[src/rtl/lifo_pkt_reader_if.sv]
// Bundle of command, LIFO read-port and packet-stream signals around lifo_pkt_reader.
// master is the reader's view; slave is the view of whatever surrounds it.
interface lifo_pkt_reader_if #(
  parameter int DWIDTH = 16,
  parameter int AWIDTH = 8
);
  logic              cmd_valid_i;
  logic [AWIDTH:0]   cmd_len_i;
  logic              cmd_ready_o;
  logic              lifo_rdreq_o;
  logic [DWIDTH-1:0] lifo_q_i;
  logic              lifo_empty_i;
  logic [AWIDTH:0]   lifo_usedw_i;
  logic [DWIDTH-1:0] data_o;
  logic              valid_o;
  logic              ready_i;
  logic              sop_o;
  logic              eop_o;
  logic              busy_o;
  logic              empty_cmd_o;

  modport master (
    input  cmd_valid_i, cmd_len_i, lifo_q_i, lifo_empty_i, lifo_usedw_i, ready_i,
    output cmd_ready_o, lifo_rdreq_o, data_o, valid_o, sop_o, eop_o, busy_o, empty_cmd_o
  );

  modport slave (
    output cmd_valid_i, cmd_len_i, lifo_q_i, lifo_empty_i, lifo_usedw_i, ready_i,
    input  cmd_ready_o, lifo_rdreq_o, data_o, valid_o, sop_o, eop_o, busy_o, empty_cmd_o
  );
endinterface

[src/rtl/lifo_pkt_reader.sv]
// Pops up to N words from a LIFO and emits them as a valid/ready packet with sop/eop.
// state   | meaning
// S_IDLE  | waiting for a length command; cmd_ready high
// S_DRAIN | issuing pops and emitting the packet until the eop handshake
module lifo_pkt_reader #(
  parameter int DWIDTH     = 16,
  parameter int AWIDTH     = 8,
  parameter int RD_LATENCY = 1,
  parameter int BUF_DEPTH  = 4
) (
  input  logic              clk_i,
  input  logic              srst_n_i,
  lifo_pkt_reader_if.master bus
);
  localparam int CW = AWIDTH + 1;
  localparam int PW = (BUF_DEPTH > 1) ? $clog2(BUF_DEPTH) : 1;
  localparam int OW = $clog2(BUF_DEPTH + 1);
  localparam int LW = $clog2(BUF_DEPTH + RD_LATENCY + 1);

  typedef enum logic {S_IDLE, S_DRAIN} state_t;

  state_t            state_q, state_d;
  logic [CW-1:0]     rd_left_q, out_left_q, len;
  logic [RD_LATENCY-1:0] inflight_q;
  logic [DWIDTH-1:0] mem [BUF_DEPTH];
  logic [PW-1:0]     wr_ptr_q, rd_ptr_q;
  logic [OW-1:0]     occ_q;
  logic [LW-1:0]     level;
  logic              first_q, empty_cmd_q;
  logic              accept, cmd_ready, busy;
  logic              rdreq, ret, valid, pop, has_room;

  function automatic logic [PW-1:0] ptr_inc(input logic [PW-1:0] p);
    return (p == PW'(BUF_DEPTH - 1)) ? '0 : p + 1'b1;
  endfunction

  // Requests in flight count against buffer space so a returning word always has a slot.
  always_comb begin
    level = LW'(occ_q);
    for (int i = 0; i < RD_LATENCY; i++) level = level + LW'(inflight_q[i]);
  end

  assign has_room = level < LW'(BUF_DEPTH);
  assign ret      = inflight_q[RD_LATENCY-1];
  assign valid    = occ_q != '0;
  assign pop      = valid & bus.ready_i;
  assign len      = (bus.cmd_len_i == '0 || bus.cmd_len_i > bus.lifo_usedw_i)
                    ? bus.lifo_usedw_i : bus.cmd_len_i;
  assign rdreq    = (state_q == S_DRAIN) & srst_n_i & (rd_left_q != '0)
                    & ~bus.lifo_empty_i & has_room;

  always_ff @(posedge clk_i) begin
    if (!srst_n_i) state_q <= S_IDLE;
    else           state_q <= state_d;
  end

  always_comb begin
    state_d   = state_q;
    cmd_ready = 1'b0;
    busy      = 1'b0;
    accept    = 1'b0;
    case (state_q)
      S_IDLE: begin
        cmd_ready = srst_n_i;
        accept    = bus.cmd_valid_i & srst_n_i;
        if (accept && len != '0) state_d = S_DRAIN;
      end
      S_DRAIN: begin
        busy = 1'b1;
        if (pop && out_left_q == CW'(1)) state_d = S_IDLE;
      end
      default: state_d = S_IDLE;
    endcase
  end

  always_ff @(posedge clk_i) begin
    if (!srst_n_i) begin
      rd_left_q   <= '0;
      out_left_q  <= '0;
      inflight_q  <= '0;
      wr_ptr_q    <= '0;
      rd_ptr_q    <= '0;
      occ_q       <= '0;
      first_q     <= 1'b0;
      empty_cmd_q <= 1'b0;
    end else begin
      empty_cmd_q <= accept && (len == '0);
      if (accept && len != '0) begin
        rd_left_q  <= len;
        out_left_q <= len;
        first_q    <= 1'b1;
      end else begin
        if (rdreq) rd_left_q <= rd_left_q - 1'b1;
        if (pop && out_left_q != '0) out_left_q <= out_left_q - 1'b1;
        if (pop) first_q <= 1'b0;
      end
      inflight_q[0] <= rdreq;
      for (int i = 1; i < RD_LATENCY; i++) inflight_q[i] <= inflight_q[i-1];
      if (ret) wr_ptr_q <= ptr_inc(wr_ptr_q);
      if (pop) rd_ptr_q <= ptr_inc(rd_ptr_q);
      case ({ret, pop})
        2'b10:   occ_q <= occ_q + 1'b1;
        2'b01:   occ_q <= occ_q - 1'b1;
        default: occ_q <= occ_q;
      endcase
    end
  end

  always_ff @(posedge clk_i) begin
    if (ret) mem[wr_ptr_q] <= bus.lifo_q_i;
  end

  assign bus.data_o       = valid ? mem[rd_ptr_q] : '0;
  assign bus.valid_o      = valid;
  assign bus.sop_o        = first_q & valid;
  assign bus.eop_o        = (out_left_q == CW'(1)) & valid;
  assign bus.busy_o       = busy;
  assign bus.cmd_ready_o  = cmd_ready;
  assign bus.lifo_rdreq_o = rdreq;
  assign bus.empty_cmd_o  = empty_cmd_q;
endmodule

[src/flat_wrapper.sv]
// flat-port wrapper written by rule: the top's interface ports become plain ports
module lifo_pkt_reader_flat 
#(
  parameter int DWIDTH     = 16,
  parameter int AWIDTH     = 8,
  parameter int RD_LATENCY = 1,
  parameter int BUF_DEPTH  = 4
)
  (clk_i, srst_n_i, bus_cmd_valid_i, bus_cmd_len_i, bus_lifo_q_i, bus_lifo_empty_i, bus_lifo_usedw_i, bus_ready_i, bus_cmd_ready_o, bus_lifo_rdreq_o, bus_data_o, bus_valid_o, bus_sop_o, bus_eop_o, bus_busy_o, bus_empty_cmd_o);
  lifo_pkt_reader_if #(.DWIDTH(DWIDTH), .AWIDTH(AWIDTH)) bus_i ();
  input  logic clk_i;
  input  logic srst_n_i;
  input wire logic [$bits(bus_i.cmd_valid_i)-1:0] bus_cmd_valid_i;
  input wire logic [$bits(bus_i.cmd_len_i)-1:0] bus_cmd_len_i;
  input wire logic [$bits(bus_i.lifo_q_i)-1:0] bus_lifo_q_i;
  input wire logic [$bits(bus_i.lifo_empty_i)-1:0] bus_lifo_empty_i;
  input wire logic [$bits(bus_i.lifo_usedw_i)-1:0] bus_lifo_usedw_i;
  input wire logic [$bits(bus_i.ready_i)-1:0] bus_ready_i;
  output wire logic [$bits(bus_i.cmd_ready_o)-1:0] bus_cmd_ready_o;
  output wire logic [$bits(bus_i.lifo_rdreq_o)-1:0] bus_lifo_rdreq_o;
  output wire logic [$bits(bus_i.data_o)-1:0] bus_data_o;
  output wire logic [$bits(bus_i.valid_o)-1:0] bus_valid_o;
  output wire logic [$bits(bus_i.sop_o)-1:0] bus_sop_o;
  output wire logic [$bits(bus_i.eop_o)-1:0] bus_eop_o;
  output wire logic [$bits(bus_i.busy_o)-1:0] bus_busy_o;
  output wire logic [$bits(bus_i.empty_cmd_o)-1:0] bus_empty_cmd_o;
  assign bus_i.cmd_valid_i = bus_cmd_valid_i;
  assign bus_i.cmd_len_i = bus_cmd_len_i;
  assign bus_i.lifo_q_i = bus_lifo_q_i;
  assign bus_i.lifo_empty_i = bus_lifo_empty_i;
  assign bus_i.lifo_usedw_i = bus_lifo_usedw_i;
  assign bus_i.ready_i = bus_ready_i;
  assign bus_cmd_ready_o = bus_i.cmd_ready_o;
  assign bus_lifo_rdreq_o = bus_i.lifo_rdreq_o;
  assign bus_data_o = bus_i.data_o;
  assign bus_valid_o = bus_i.valid_o;
  assign bus_sop_o = bus_i.sop_o;
  assign bus_eop_o = bus_i.eop_o;
  assign bus_busy_o = bus_i.busy_o;
  assign bus_empty_cmd_o = bus_i.empty_cmd_o;
  lifo_pkt_reader #(.DWIDTH(DWIDTH), .AWIDTH(AWIDTH), .RD_LATENCY(RD_LATENCY), .BUF_DEPTH(BUF_DEPTH)) u_core (.clk_i(clk_i), .srst_n_i(srst_n_i), .bus(bus_i));
endmodule
[config.mk]
export PLATFORM = sky130hd
export DESIGN_NAME = lifo_pkt_reader_flat
export DESIGN_NICKNAME = d
export VERILOG_FILES = /design/src/rtl/lifo_pkt_reader_if.sv /design/src/rtl/lifo_pkt_reader.sv /design/src/flat_wrapper.sv
export SDC_FILE = /design/constraint.sdc
export NUM_CORES = 1
export LEC_CHECK = 0
export CORE_MARGIN = 5
export CORE_UTILIZATION = 60
export CTS_BUF_LIST = sky130_fd_sc_hd__clkbuf_2 sky130_fd_sc_hd__clkbuf_4 sky130_fd_sc_hd__clkbuf_8
export DETAILED_ROUTE_END_ITERATION = 12
export MAX_ROUTING_LAYER = met4
export PLACE_DENSITY = 0.95
export SYNTH_ARGS = -nofsm -noshare
export SYNTH_HDL_FRONTEND = slang
export SYNTH_SLANG_ARGS = --single-unit
[constraint.sdc]
create_clock -name clk_i -period 6.8 [get_ports clk_i]
set_clock_uncertainty 0.05 [all_clocks]
set_input_delay 1.36 -clock clk_i [delete_from_list [all_inputs] [get_ports clk_i]]
set_output_delay 1.36 -clock clk_i [all_outputs]
set_load 0.05 [all_outputs]
Yosys cells after proc, flatten, opt, wreduce, memory -nomap -nowiden --
Memory sizes are Yosys's and may differ from the RTL's. A register that Yosys moved wholly into a read port is not among the register bits. Index checks and enable logic that the tools add are counted.
Operators by class: multiplexer cells 21, equality and inequality tests 5, order comparisons 2, bitwise gates (word level) 10, reductions and logical operators 16, add/subtract/negate cells 7
Operator list (number):
- 9-bit two-way mux | 5
- 9-bit nonzero test | 3
- 9-bit logical NOT | 2
- 9-bit by 1-bit subtractor with 9-bit output (second input constant) | 2
- 16-bit two-way mux | 1
- 9-bit by 1-bit equality test with 1-bit output (second input constant) | 1
- 9-bit greater-than comparator | 1
- 1-bit two-way mux | 9
- 1-bit AND | 8
- 2-bit two-way mux | 4
- 2-bit nonzero test | 4
- 2-bit equality test (second input constant) | 3
- 3-bit one-hot mux with 2 select lines | 1
- 1-bit logical AND | 5
- 2-bit by 1-bit adder with 2-bit output (second input constant) | 2
- 3-bit by 1-bit adder with 3-bit output | 1
- 3-bit by 1-bit adder with 3-bit output (second input constant) | 1
- 3-bit less-than comparator (second input constant) | 1
- 3-bit nonzero test | 1
- 3-bit by 1-bit subtractor with 3-bit output (second input constant) | 1
- 2-bit by 1-bit equality test with 1-bit output (second input constant) | 1
- 1-bit NOT | 2
- 1-bit one-hot mux with 2 select lines | 1
- 1-bit logical OR | 1
Storage, ports and cells: logic and storage cells 71, bits of input ports 39, register bits 29, output and inout bits 23, memories 1, bits in writable memories 64
Memories:
- u_core.mem | depth 4, bits a word 16, read ports 1, clocked after Yosys merged registers in 1, wr ports 1, line lifo_pkt_reader.sv:25 | logic [DWIDTH-1:0] mem [BUF_DEPTH];

Depth between registers and ports, before layout --
Gate-level depths: netlist (run 1).
word-level depth 7, gate-level depth with buffers 11, depth with buffers taken out 9

Least setup slack after synthesis (run 1) --
Ideal clock, no wire load.
path kind input -> output, from in bus_lifo_empty_i, to out bus_lifo_rdreq_o, stages on the path 4, arrival 2.192 ns, path buffers 0, path slack 3.198 ns, required time 5.390 ns, cell sequence and4bb_2 -> mux2i_1 -> o21bai_4 -> inv_2
Between the ends: word-level cells in the longest chain between the ends 3
RTL lines:
- start, declared | line flat_wrapper.sv:16 | input wire logic [$bits(bus_i.lifo_empty_i)-1:0] bus_lifo_empty_i;
- 1-bit NOT | line lifo_pkt_reader.sv:50 | & ~bus.lifo_empty_i & has_room;
- 1-bit AND (2 in a row) | line lifo_pkt_reader.sv:50
- end, declared | line flat_wrapper.sv:20 | output wire logic [$bits(bus_i.lifo_rdreq_o)-1:0] bus_lifo_rdreq_o;
Every way passes these cells.

Worst setup path in the final report (run 1) --
from in srst_n_i, to out bus_lifo_rdreq_o
Between the ends: word-level cells in the longest chain between the ends 4
RTL lines:
- start, declared | line flat_wrapper.sv:12 | input logic srst_n_i;
- 1-bit AND (2 in a row) | line lifo_pkt_reader.sv:49 | assign rdreq = (state_q == S_DRAIN) & srst_n_i & (rd_left_q != '0)
- 1-bit AND (2 in a row) | line lifo_pkt_reader.sv:50
Every way passes these cells.

==> parameters.txt, run 1 <==
Parameter                              Value

GRT
  Number of antenna violations at the first check in global routing ... 0
  Maximum number of pins on one net before global-route repair ... 21
  Remaining global-route overflow ... 0
  Global-route wire length before repair ... around 15000 um
  GRT Overall Usage ... 23.18%
  Via count of the first global-routing pass ... 3076

Floorplanning
  Core box area ... approximately 7300 um2
  Die height ... just under 100 um
  Row count ... 31
  Starting utilization of the core area ... between 60 and 70%
  Die width ... 96.19 um
  IO Count ... between 60 and 70
  Die Area ... between 9000 and 10000 um2

Clock network
  Total clock sinks ... 95
  Clock insertion delay at the later pin of the skew report ... roughly 0.36 ns
  Worst-case clock buffer depth ... 2
  Number of buffers created by CTS ... 9
  Post-CTS Hold Fix Bufs ... 0
  TritonCTS clock tree ... yes
  Reg clk slew, reported paths ... about 0.090 ns
  H-tree depth reported by CTS ... 3
  Root cell of the clock tree ... clkbuf_8
  Cts repair resizes ... 0
  Setup repair bufs after CTS ... 0

Worst setup path
  Register-to-register setup slack ... ~4 ns
  Logic depth of the worst register-to-register path ... 9
  Data arrival, critical path ... approximately 3.7 ns
  Crit path capture type ... output pin
  WS Path Type ... in2out
  Required time worst endpoint ... about 5.4 ns
  Crit Reg-Reg Endpoint ... u_core.occ_q[2]
  Start of the worst register-to-register path ... u_core.occ_q[1]
  Startpoint Class ... primary input
  Maximum fanout along the worst path ... 14

Timing
  Worst slew pin tran ... 1.055 ns
  Fin Setup TNS ... 0 ns
  Maximum clock frequency ... between 150 and 200 MHz
  Fraction of the cycle the final worst path needs ... ~75%
  WHS ... approximately 0.42 ns
  Setup violation total in the final timing report ... 0
  Smallest setup slack after layout ... roughly 1.7 ns
  Setup repair after global routing missed its margin ... no
  Worst-case headroom to the max-slew limit ... a little under 30%
  Hold violation total from the final report ... 0
  Max Transition Viols Final ... 0
  Time the final worst path needs with I/O delays and setup ... 5.086 ns

Finish
  Post-Layout Inst Area ... 5339 um2
  Share of final-layout standard cells stronger than drive strength 1 ... 12.86%
  Filler cell count in the final layout ... just under 500
  Leading cell types in the layout, fill and taps excluded ... edfxtp_1 (64), clkdlybuf4s50_1 (61), dfxtp_1 (31)
  Signed area change from the synthesized netlist to the final layout ... 19.79%
  Final Net Count ... 465
  Most common library cell in the layout ignoring fill and taps ... edfxtp_1
  Count of inserted antenna diode cells ... 0

Route
  Post-Route WL ... about 9700 um
  Per-cell via count in the routed design ... 5.867
  Pre-antenna DRT Iters ... 4
  Number of remaining DRC errors ... 0
  Detail Route Antenna Nets ... 0
  DR vias ... ~3k
  Detail-routed net length per standard cell ... 18.90 um
  Initial DRC Count ... between 200 and 250

Synthesis
  Syn_nets ... 404
  Synth Instances ... between 300 and 400
  Fraction of post-synthesis cell area in the top cell type by area ... 43.12%
  Number of enable flip-flop cells after synthesis ... between 60 and 70
  Most frequently used flop master after synthesis ... edfxtp_1
  Cell type with the largest total area after synthesis ... edfxtp_1
  Share of synthesized registers carrying an async set or reset ... 0%
  Netlist cell types ... between 60 and 70
  Mean area per synthesized cell ... between 10 and 15 um2
  Synthesis warning total ... 0
  Mapped cell area ... 4457 um2
  Top cells by area, synth ... edfxtp_1 (43%), dfxtp_1 (14%), mux4_2 (8.1%)
  Seq cells post-synth ... between 90 and 100
  Sequential fraction of the synthesis area ... between 50% and 60%

Pwr
  Overall power after layout ... roughly 1.4 mW
  Standby leakage power ... around 1.9 nW
  Cell area power density ... between 200 and 300 nW/um2
  Peak supply drop ... 0.0001234 V

Placement
  Port Buf Inserts ... 61
  Post-placement cell area ... slightly above 5000 um2
  Total half-perimeter wirelength after legalization and detailed placement ... slightly below 7000 um
  Final GP Congestion ... roughly 0.92
  Worst slack after detailed placement ... ~1.7 ns

Hold path
  Instance count along the most critical hold path ... 2
  Min-Delay Startpoint ... u_core.first_q
  Class of the tightest hold or removal check ... reg2reg
  Hold EP ... u_core.first_q

Outcome
  Result of the run ... finished clean

Job
  Maximum Capacitance Violations ... 0
==> flip-flops by register name, indices dropped and copies added, names as in the netlist, named ones only <==
signal and flops:
u_core.bus.empty_cmd_o 1, u_core.first_q 1, u_core.inflight_q 1, u_core.mem 64
u_core.occ_q 3, u_core.out_left_q 9, u_core.rd_left_q 9, u_core.rd_ptr_q 2
u_core.state_q 1, u_core.wr_ptr_q 2
==> worst max-delay path: stages <==
cell and delay, ns:
clkdlybuf4s50_1 0.64, and4bb_2 0.35, mux2i_1 0.29, o21bai_4 0.25
inv_2 0.08, clkdlybuf4s50_1 0.71
==> final cells by class <==
type,count,area (um2),area share [%]
sequential,95,2542,47.62
multi-input combinational,215,1758,32.93
timing repair buffer,61,610.6,11.44
clock buffer,9,123.9,2.320
tap,99,123.9,2.320
inverter,25,93.84,1.758
clock inverter,7,86.33,1.617
==> per-stage QoR <==
step                      util (%)  instances
after detailed placement     70.71        495
final                        73.61        511
after global placement       70.71        495
after CTS                    73.61        511
after global routing         73.61        511
after floorplan                  -        346
==> synth_stat cells, types with 2 or more instances <==
master and count:
o2111ai_1 2, buf_6 2, or3_1 5, nor3_1 7, nand4_1 3, mux2i_1 3, a211oi_1 3, nor2_1 19
ha_1 18, o211a_1 2, mux4_2 16, o21ai_0 11, a21oi_1 22, nand4b_1 2, xor2_1 5, nand3_1 12
inv_1 24, dfxtp_1 31, o221ai_1 3, o22ai_1 3, nor4_1 2, nand2_1 16, edfxtp_1 64, xnor2_1 4
buf_2 2, and3_1 2, and2_1 22, nand2_2 2, clkbuf_1 5
==> per-layer routing <==
| metal | track usage (%) | vias to the layer above | share of wire, % |
|---|---|---|---|
| met3 | 4.222 | 8 | 6.7 |
| met1 | 28.33 | 1440 | 41 |
| met5 | - | - | 0 |
| li1 | - | 1420 | - |
| met2 | 39.56 | 130 | 51 |
| met4 | 6.398 | 0 | 1.1 |
==> worst max-delay path by stage <==
stage                                 from                to  slack [ns]  cells past startpoint
after floorplan           bus_lifo_empty_i  bus_lifo_rdreq_o        3.20                      4
after global placement            srst_n_i  bus_lifo_rdreq_o        1.78                      6
after detailed placement          srst_n_i  bus_lifo_rdreq_o        1.72                      6
after CTS                         srst_n_i  bus_lifo_rdreq_o        1.71                      6
after global routing              srst_n_i  bus_lifo_rdreq_o        1.56                      6
final                             srst_n_i  bus_lifo_rdreq_o        1.71                      6
==> logic make-up (layout without fill, tap and decap cells) <==
| family | Yosys count | in the layout | share of synthesized area, % |
|---|---|---|---|
| buffers and inverters | 36 | 102 | 3.509 |
| AOI/OAI and AO/OA | 61 | 61 | 9.490 |
| and+or+nand+nor | 107 | 107 | 13.92 |
| adders and majority gates | 19 | 19 | 5.503 |
| DFF | 95 | 95 | 57.05 |
| xor gates and xnor gates | 9 | 9 | 1.769 |
| muxes | 19 | 19 | 8.759 |
==> power by group <==
group	switching [mW]	internal, mW
logic	0.224	0.155
registers	0.0358	0.643
clock network	0.209	0.178
total	0.469	0.977
(Power assumes the default switching activity.)
==> inputs of run 2 (changes only) <==
Settings changed: CORE_UTILIZATION 60 to 57, PLACE_DENSITY 0.95 to 0.92.
Clock period 6.8 ns to 4.8 ns, I/O delays scaled along.
==> parameters.txt, run 2 (same netlist as run 1, synthesis figures left out) <==
Parameter                              Value

Outcome
  Result of the run ... finished clean

Route
  Initial DRC Count ... 127 (-38%)
  Detail-routed net length per standard cell ... 18.71 um (-1.0%)
  Detail Route Antenna Nets ... 0 (unchanged)
  Per-cell via count in the routed design ... 5.866 (about the same)
  DR vias ... 3027 (+0.97%)
  Post-Route WL ... 9656 um (about the same)
  Number of remaining DRC errors ... 0 (unchanged)
  Pre-antenna DRT Iters ... 5 (+1)

Clock network
  Clock insertion delay at the later pin of the skew report ... 0.37 ns (about the same)
  Root cell of the clock tree ... clkbuf_8
  Reg clk slew, reported paths ... 0.10 ns (about the same)
  Total clock sinks ... 95 (unchanged)
  Number of buffers created by CTS ... 9 (unchanged)
  Setup repair bufs after CTS ... 0 (unchanged)
  Worst-case clock buffer depth ... 2 (unchanged)
  Post-CTS Hold Fix Bufs ... 0 (unchanged)
  Cts repair resizes ... 0 (unchanged)
  TritonCTS clock tree ... yes
  H-tree depth reported by CTS ... 3 (unchanged)

Finish
  Final Net Count ... 467 (+0.43%)
  Count of inserted antenna diode cells ... 0 (unchanged)
  Biggest register ... u_core.mem
  Signed area change from the synthesized netlist to the final layout ... 19.71% (about the same)
  Share of final-layout standard cells stronger than drive strength 1 ... 13.04% (+0.18 points)
  Largest register FFs ... 64 (unchanged)
  Leading cell types in the layout, fill and taps excluded ... edfxtp_1 (64), clkdlybuf4s50_1 (61), dfxtp_1 (31)
  Regs by FF count ... u_core.mem (64), u_core.out_left_q (9), u_core.rd_left_q (9)
  Most common library cell in the layout ignoring fill and taps ... edfxtp_1

Placement
  Port Buf Inserts ... 61 (unchanged)
  Total half-perimeter wirelength after legalization and detailed placement ... 7100 um (+4.5%)
  Final GP Congestion ... 0.8429 (-8.4%)

Floorplanning
  Die Area ... 9687 um2 (+4.7%)
  Core box area ... 7687 um2 (+6.0%)
  Die width ... 98.43 um (+2.3%)
  Starting utilization of the core area ... 57.98% (-3.5 points)
  Die height ... 98.43 um (+2.3%)
  Row count ... 32 (+3.2%)
  IO Count ... 62 (unchanged)

Timing
  Setup repair after global routing missed its margin ... no
  Worst slew pin tran ... 0.8194 ns (-0.2358 ns)
  Hold violation total from the final report ... 0 (unchanged)
  Setup violation total in the final timing report ... 0 (unchanged)
  Max Transition Viols Final ... 0 (unchanged)
  Fraction of the cycle the final worst path needs ... between 80 and 90%
  Maximum clock frequency ... about 230 MHz
  Time the final worst path needs with I/O delays and setup ... between 4 and 5 ns
  Fin Setup TNS ... 0 ns (unchanged)
  WHS ... 0.4076 ns (-0.01139 ns)
  Worst-case headroom to the max-slew limit ... 45.38% (+16 points)

Worst setup path
  Register-to-register setup slack ... 2.00 ns (-2.00 ns)
  Required time worst endpoint ... 3.79 ns (-1.60 ns)
  Crit path capture type ... output pin
  Maximum fanout along the worst path ... 14 (unchanged)
  Data arrival, critical path ... 3.30 ns (-0.38 ns)
  WS Path Type ... in2out
  Start of the worst register-to-register path ... u_core.occ_q[2]
  Logic depth of the worst register-to-register path ... 9 (unchanged)
  Crit Reg-Reg Endpoint ... u_core.occ_q[2]
  Startpoint Class ... primary input

Pwr
  Peak supply drop ... 0.0001882 V (+52%)
  Standby leakage power ... 1.890 nW (-0.19%)
  Overall power after layout ... 2.002 mW (+39%)
  Cell area power density ... 375.3 nW/um2 (+39%)

Job
  Maximum Capacitance Violations ... 0 (unchanged)

GRT
  Via count of the first global-routing pass ... 3171 (+3.1%)
  Global-route wire length before repair ... 15830 um (+2.5%)
  Remaining global-route overflow ... 0 (unchanged)
  GRT Overall Usage ... 21.61% (-1.6 points)
  Number of antenna violations at the first check in global routing ... 0 (unchanged)
  Maximum number of pins on one net before global-route repair ... 21 (unchanged)

Hold path
  Min-Delay Startpoint ... u_core.first_q
  Class of the tightest hold or removal check ... reg2reg
  Hold EP ... u_core.first_q
  Instance count along the most critical hold path ... 2 (unchanged)
run 2: changes by cell type in the layout (fill, tap and decap cells not counted):
cell | before | now
bufinv_16 | 1 | 0
clkinvlp_4 | 1 | 2
clkinv_4 | 1 | 0
inv_6 | 2 | 0
inv_8 | 2 | 4
clkinv_1 | 0 | 1
buf_4 | 0 | 2
run 2: per-stage QoR:
stage	std cells	cell area, um2	worst slack, ns	utilization (%)
2_1_floorplan	346	4457	1.879	-
3_3_place_gp	500	5147	0.5833	66.96
3_5_place_dp	500	5147	0.5362	66.96
4_1_cts	516	5335	0.5190	69.40
5_1_grt	516	5335	0.3410	69.40
6_report	516	5335	0.4856	69.40
run 2: worst max-delay path, cell delays in order:
cell,delay (ns)
clkdlybuf4s50_1,0.78
and4bb_2,0.31
mux2i_1,0.11
o21bai_4,0.24
inv_2,0.10
clkdlybuf4s50_1,0.80
run 2: routing by layer:
metal / up-vias / GRT usage (%) / part of all wire, %
met5: - / - / 0
met3: 27 / 4.317 / 5.9
met4: 0 / 9.244 / 3.2
met2: 115 / 37.70 / 53
li1: 1431 / - / -
met1: 1454 / 24.10 / 38
run 2: area by class of cell:
class | count | area (um2)
clock buffer | 9 | 123.9
clock inverter | 7 | 63.81
fill | 528 | 2352
inverter | 25 | 93.84
multi-input combinational | 215 | 1758
sequential | 95 | 2542
tap | 102 | 127.6
timing repair buffer | 63 | 625.6
run 2: worst max path at each step:
stage                     startpoint                  end
final                       srst_n_i     bus_lifo_rdreq_o
after global routing        srst_n_i     bus_lifo_rdreq_o
after CTS                   srst_n_i     bus_lifo_rdreq_o
after detailed placement    srst_n_i     bus_lifo_rdreq_o
after global placement      srst_n_i     bus_lifo_rdreq_o
after floorplan             srst_n_i  u_core.rd_left_q[0]
run 2: report_power, final:
part           internal, mW  total [mW]  switching, mW  leakage, nW
Clock                 0.201       0.497          0.296       0.0908
Sequential            0.911       0.949         0.0382        0.831
Combinational         0.222       0.556          0.334        0.969
==> inputs of run 3 (changes only) <==
Settings changed: CORE_ASPECT_RATIO from default to 1.75.
==> parameters.txt, run 3 (same netlist as run 1, synthesis figures left out) <==
Parameter                              Value

Finish
  Filler cell count in the final layout ... 537 (+1.7%)
  Leading cell types in the layout, fill and taps excluded ... edfxtp_1 (64), clkdlybuf4s50_1 (61), dfxtp_1 (31)
  Largest register FFs ... 64 (unchanged)
  Regs by FF count ... u_core.mem (64), u_core.out_left_q (9), u_core.rd_left_q (9)
  Share of final-layout standard cells stronger than drive strength 1 ... 12.80% (-0.24 points)
  Final Net Count ... 467 (unchanged)
  Final core utilization ... 69.47% (+0.073 points)
  Biggest register ... u_core.mem
  Most common library cell in the layout ignoring fill and taps ... edfxtp_1
  Count of inserted antenna diode cells ... 0 (unchanged)
  Signed area change from the synthesized netlist to the final layout ... 18.78%

Worst setup path
  Logic depth of the worst register-to-register path ... 9 (unchanged)
  Crit path capture type ... output pin
  Start of the worst register-to-register path ... u_core.occ_q[2]
  Chain of cells forming the critical path ... clkdlybuf4s50_1 -> and4bb_2 -> mux2i_1 -> o21bai_4 -> inv_2 -> clkdlybuf4s50_1
  Crit Reg-Reg Endpoint ... u_core.occ_q[2]
  Register-to-register setup slack ... 2.07 ns (+0.07 ns)
  Critical path startpoint ... bus_lifo_empty_i
  Longest individual stage delay on the worst path ... 0.71 ns (-0.09 ns)
  Last element of the critical path ... bus_lifo_rdreq_o
  Startpoint Class ... primary input
  Master of the slowest instance on the critical path ... clkdlybuf4s50_1
  Required time worst endpoint ... 3.79 ns (about the same)
  Dominant cell type by count on the critical path ... clkdlybuf4s50_1
  Data arrival, critical path ... 2.98 ns (-0.32 ns)
  WS Path Type ... in2out
  Maximum fanout along the worst path ... 9 (-5)

Timing
  WHS ... 0.4348 ns (+0.02725 ns)
  Hold violation total from the final report ... 0 (unchanged)
  Worst-case headroom to the max-slew limit ... 31.60% (-14 points)
  Worst slew pin tran ... 1.026 ns (+0.2066 ns)
  Fin Setup TNS ... 0 ns (unchanged)
  Maximum clock frequency ... 250.4 MHz (+8.0%)
  Time the final worst path needs with I/O delays and setup ... 3.994 ns (-0.3202 ns)
  Setup repair after global routing missed its margin ... no
  Fraction of the cycle the final worst path needs ... 83.21% (-6.7 points)
  Max Transition Viols Final ... 0 (unchanged)
  Setup violation total in the final timing report ... 0 (unchanged)

GRT
  Via count of the first global-routing pass ... 3323 (+4.8%)
  Global-route wire length before repair ... 15900 um (+0.44%)
  GRT Overall Usage ... 21.55% (-0.056 points)
  Remaining global-route overflow ... 0 (unchanged)
  Maximum number of pins on one net before global-route repair ... 21 (unchanged)
  Number of antenna violations at the first check in global routing ... 0 (unchanged)

Pwr
  Internal power ... 1.327 mW (-0.55%)
  Fraction of power spent switching nets ... 31.91% (-1.4 points)
  Cell area power density ... 368.2 nW/um2 (-1.9%)
  Combinational fraction of design power ... 28.4% (+0.6 points)
  Sw power ... 622.0 uW (-6.9%)
  Relative contribution of the clock network to total power ... 22.8% (-2.0 points)
  Peak supply drop ... 0.0002053 V (+9.1%)
  Standby leakage power ... 1.877 nW (-0.70%)
  Sequential cell fraction of total power ... 48.7% (+1.3 points)

Floorplanning
  Row count ... 42 (+31%)
  Die Area ... 9757 um2 (+0.72%)
  Die height ... 127.0 um (+29%)
  IO Count ... 62 (unchanged)
  Core box area ... 7620 um2 (-0.88%)
  Die width ... 76.84 um (-22%)
  Starting utilization of the core area ... 58.49% (+0.51 points)

Route
  DR vias ... 3036 (+0.30%)
  Post-Route WL ... 9640 um (-0.17%)
  Initial DRC Count ... 280 (+120%)
  Detail Route Antenna Nets ... 0 (unchanged)
  Number of remaining DRC errors ... 0 (unchanged)
  Detail-routed net length per standard cell ... 19.20 um (+2.6%)
  Per-cell via count in the routed design ... 6.048 (+3.1%)
  Pre-antenna DRT Iters ... 5 (unchanged)

Clock network
  Clock insertion delay at the later pin of the skew report ... 0.35 ns (-0.02 ns)
  Total clock sinks ... 95 (unchanged)
  Cts repair resizes ... 0 (unchanged)
  Number of buffers created by CTS ... 9 (unchanged)
  Post-CTS Hold Fix Bufs ... 0 (unchanged)
  Worst-case clock buffer depth ... 2 (unchanged)
  Setup repair bufs after CTS ... 0 (unchanged)
  Reg clk slew, reported paths ... 0.08 ns (-0.02 ns)
  H-tree depth reported by CTS ... 3 (unchanged)
  Root cell of the clock tree ... clkbuf_8
  TritonCTS clock tree ... yes

Job
  Maximum Capacitance Violations ... 0 (unchanged)

Hold path
  Class of the tightest hold or removal check ... reg2reg

Placement
  Final GP Congestion ... 0.9062 (+7.5%)
  Total half-perimeter wirelength after legalization and detailed placement ... 7305 um (+2.9%)
  Port Buf Inserts ... 61 (unchanged)

Outcome
  Result of the run ... finished clean
==> run 3: cell types whose count changed in the layout (fill, tap and decap cells not counted), sizes merged <==
cell / delta
clkbuf: +2
clkinv: +1
clkinvlp: +1
inv: -4
==> run 3: final cells by class <==
class | count | area [um2] | area share [%]
Inverter | 25 | 93.84 | 1.773
Tap cell | 88 | 110.1 | 2.080
Clock buffer | 11 | 138.9 | 2.623
Multi-Input combinational cell | 215 | 1758 | 33.21
Sequential cell | 95 | 2542 | 48.03
Clock inverter | 5 | 25.02 | 0.4727
Timing Repair Buffer | 63 | 625.6 | 11.82
==> run 3: power by group through the flow <==
stage / Combinational, mW / Sequential, mW / Clock, mW
2_1_floorplan: 0.388 / 0.960 / 0
4_1_cts: 0.559 / 0.949 / 0.457
3_5_place_dp: 0.557 / 0.968 / 0
5_1_grt: 0.599 / 0.955 / 0.492
3_3_place_gp: 0.542 / 0.964 / 0
6_report: 0.554 / 0.950 / 0.445
==> run 3: worst min path at each step <==
stage / slack (ns) / endpoint / from / cells after the start
floorplan: 0.38 / u_core.first_q / u_core.first_q / 2
global placement: 0.40 / u_core.first_q / u_core.first_q / 2
detailed placement: 0.42 / u_core.first_q / u_core.first_q / 2
CTS: 0.44 / u_core.first_q / u_core.first_q / 2
global route: 0.47 / u_core.first_q / u_core.first_q / 2
finish: 0.43 / u_core.first_q / u_core.first_q / 2
==> run 3: stage by stage <==
step           setup slack (ns)  total power [mW]  area (um2)  cells
2_1_floorplan             1.879             1.348        4457    346
4_1_cts                  0.8088             1.966        5294    502
5_1_grt                  0.7420             2.045        5294    502
6_report                 0.8058             1.949        5294    502
3_5_place_dp             0.8266             1.525        5130    486
3_3_place_gp             0.8356             1.505        5130    486
==> run 3: per-layer routing <==
| layer | wire [um] | GRT usage [%] |
|---|---|---|
| met1 | 3411 | 21.29 |
| met2 | 5392 | 39.56 |
| met3 | 481 | 3.592 |
| met4 | 355 | 11.33 |
| met5 | 0 | - |
==> run 3: worst max-delay path, delay by kind of cell <==
family | cells | cell delay [ns]
and+or+nand+nor | 1 | 0.23
muxes | 1 | 0.28
AOI/OAI and AO/OA | 1 | 0.25
buffers and inverters | 3 | 1.27
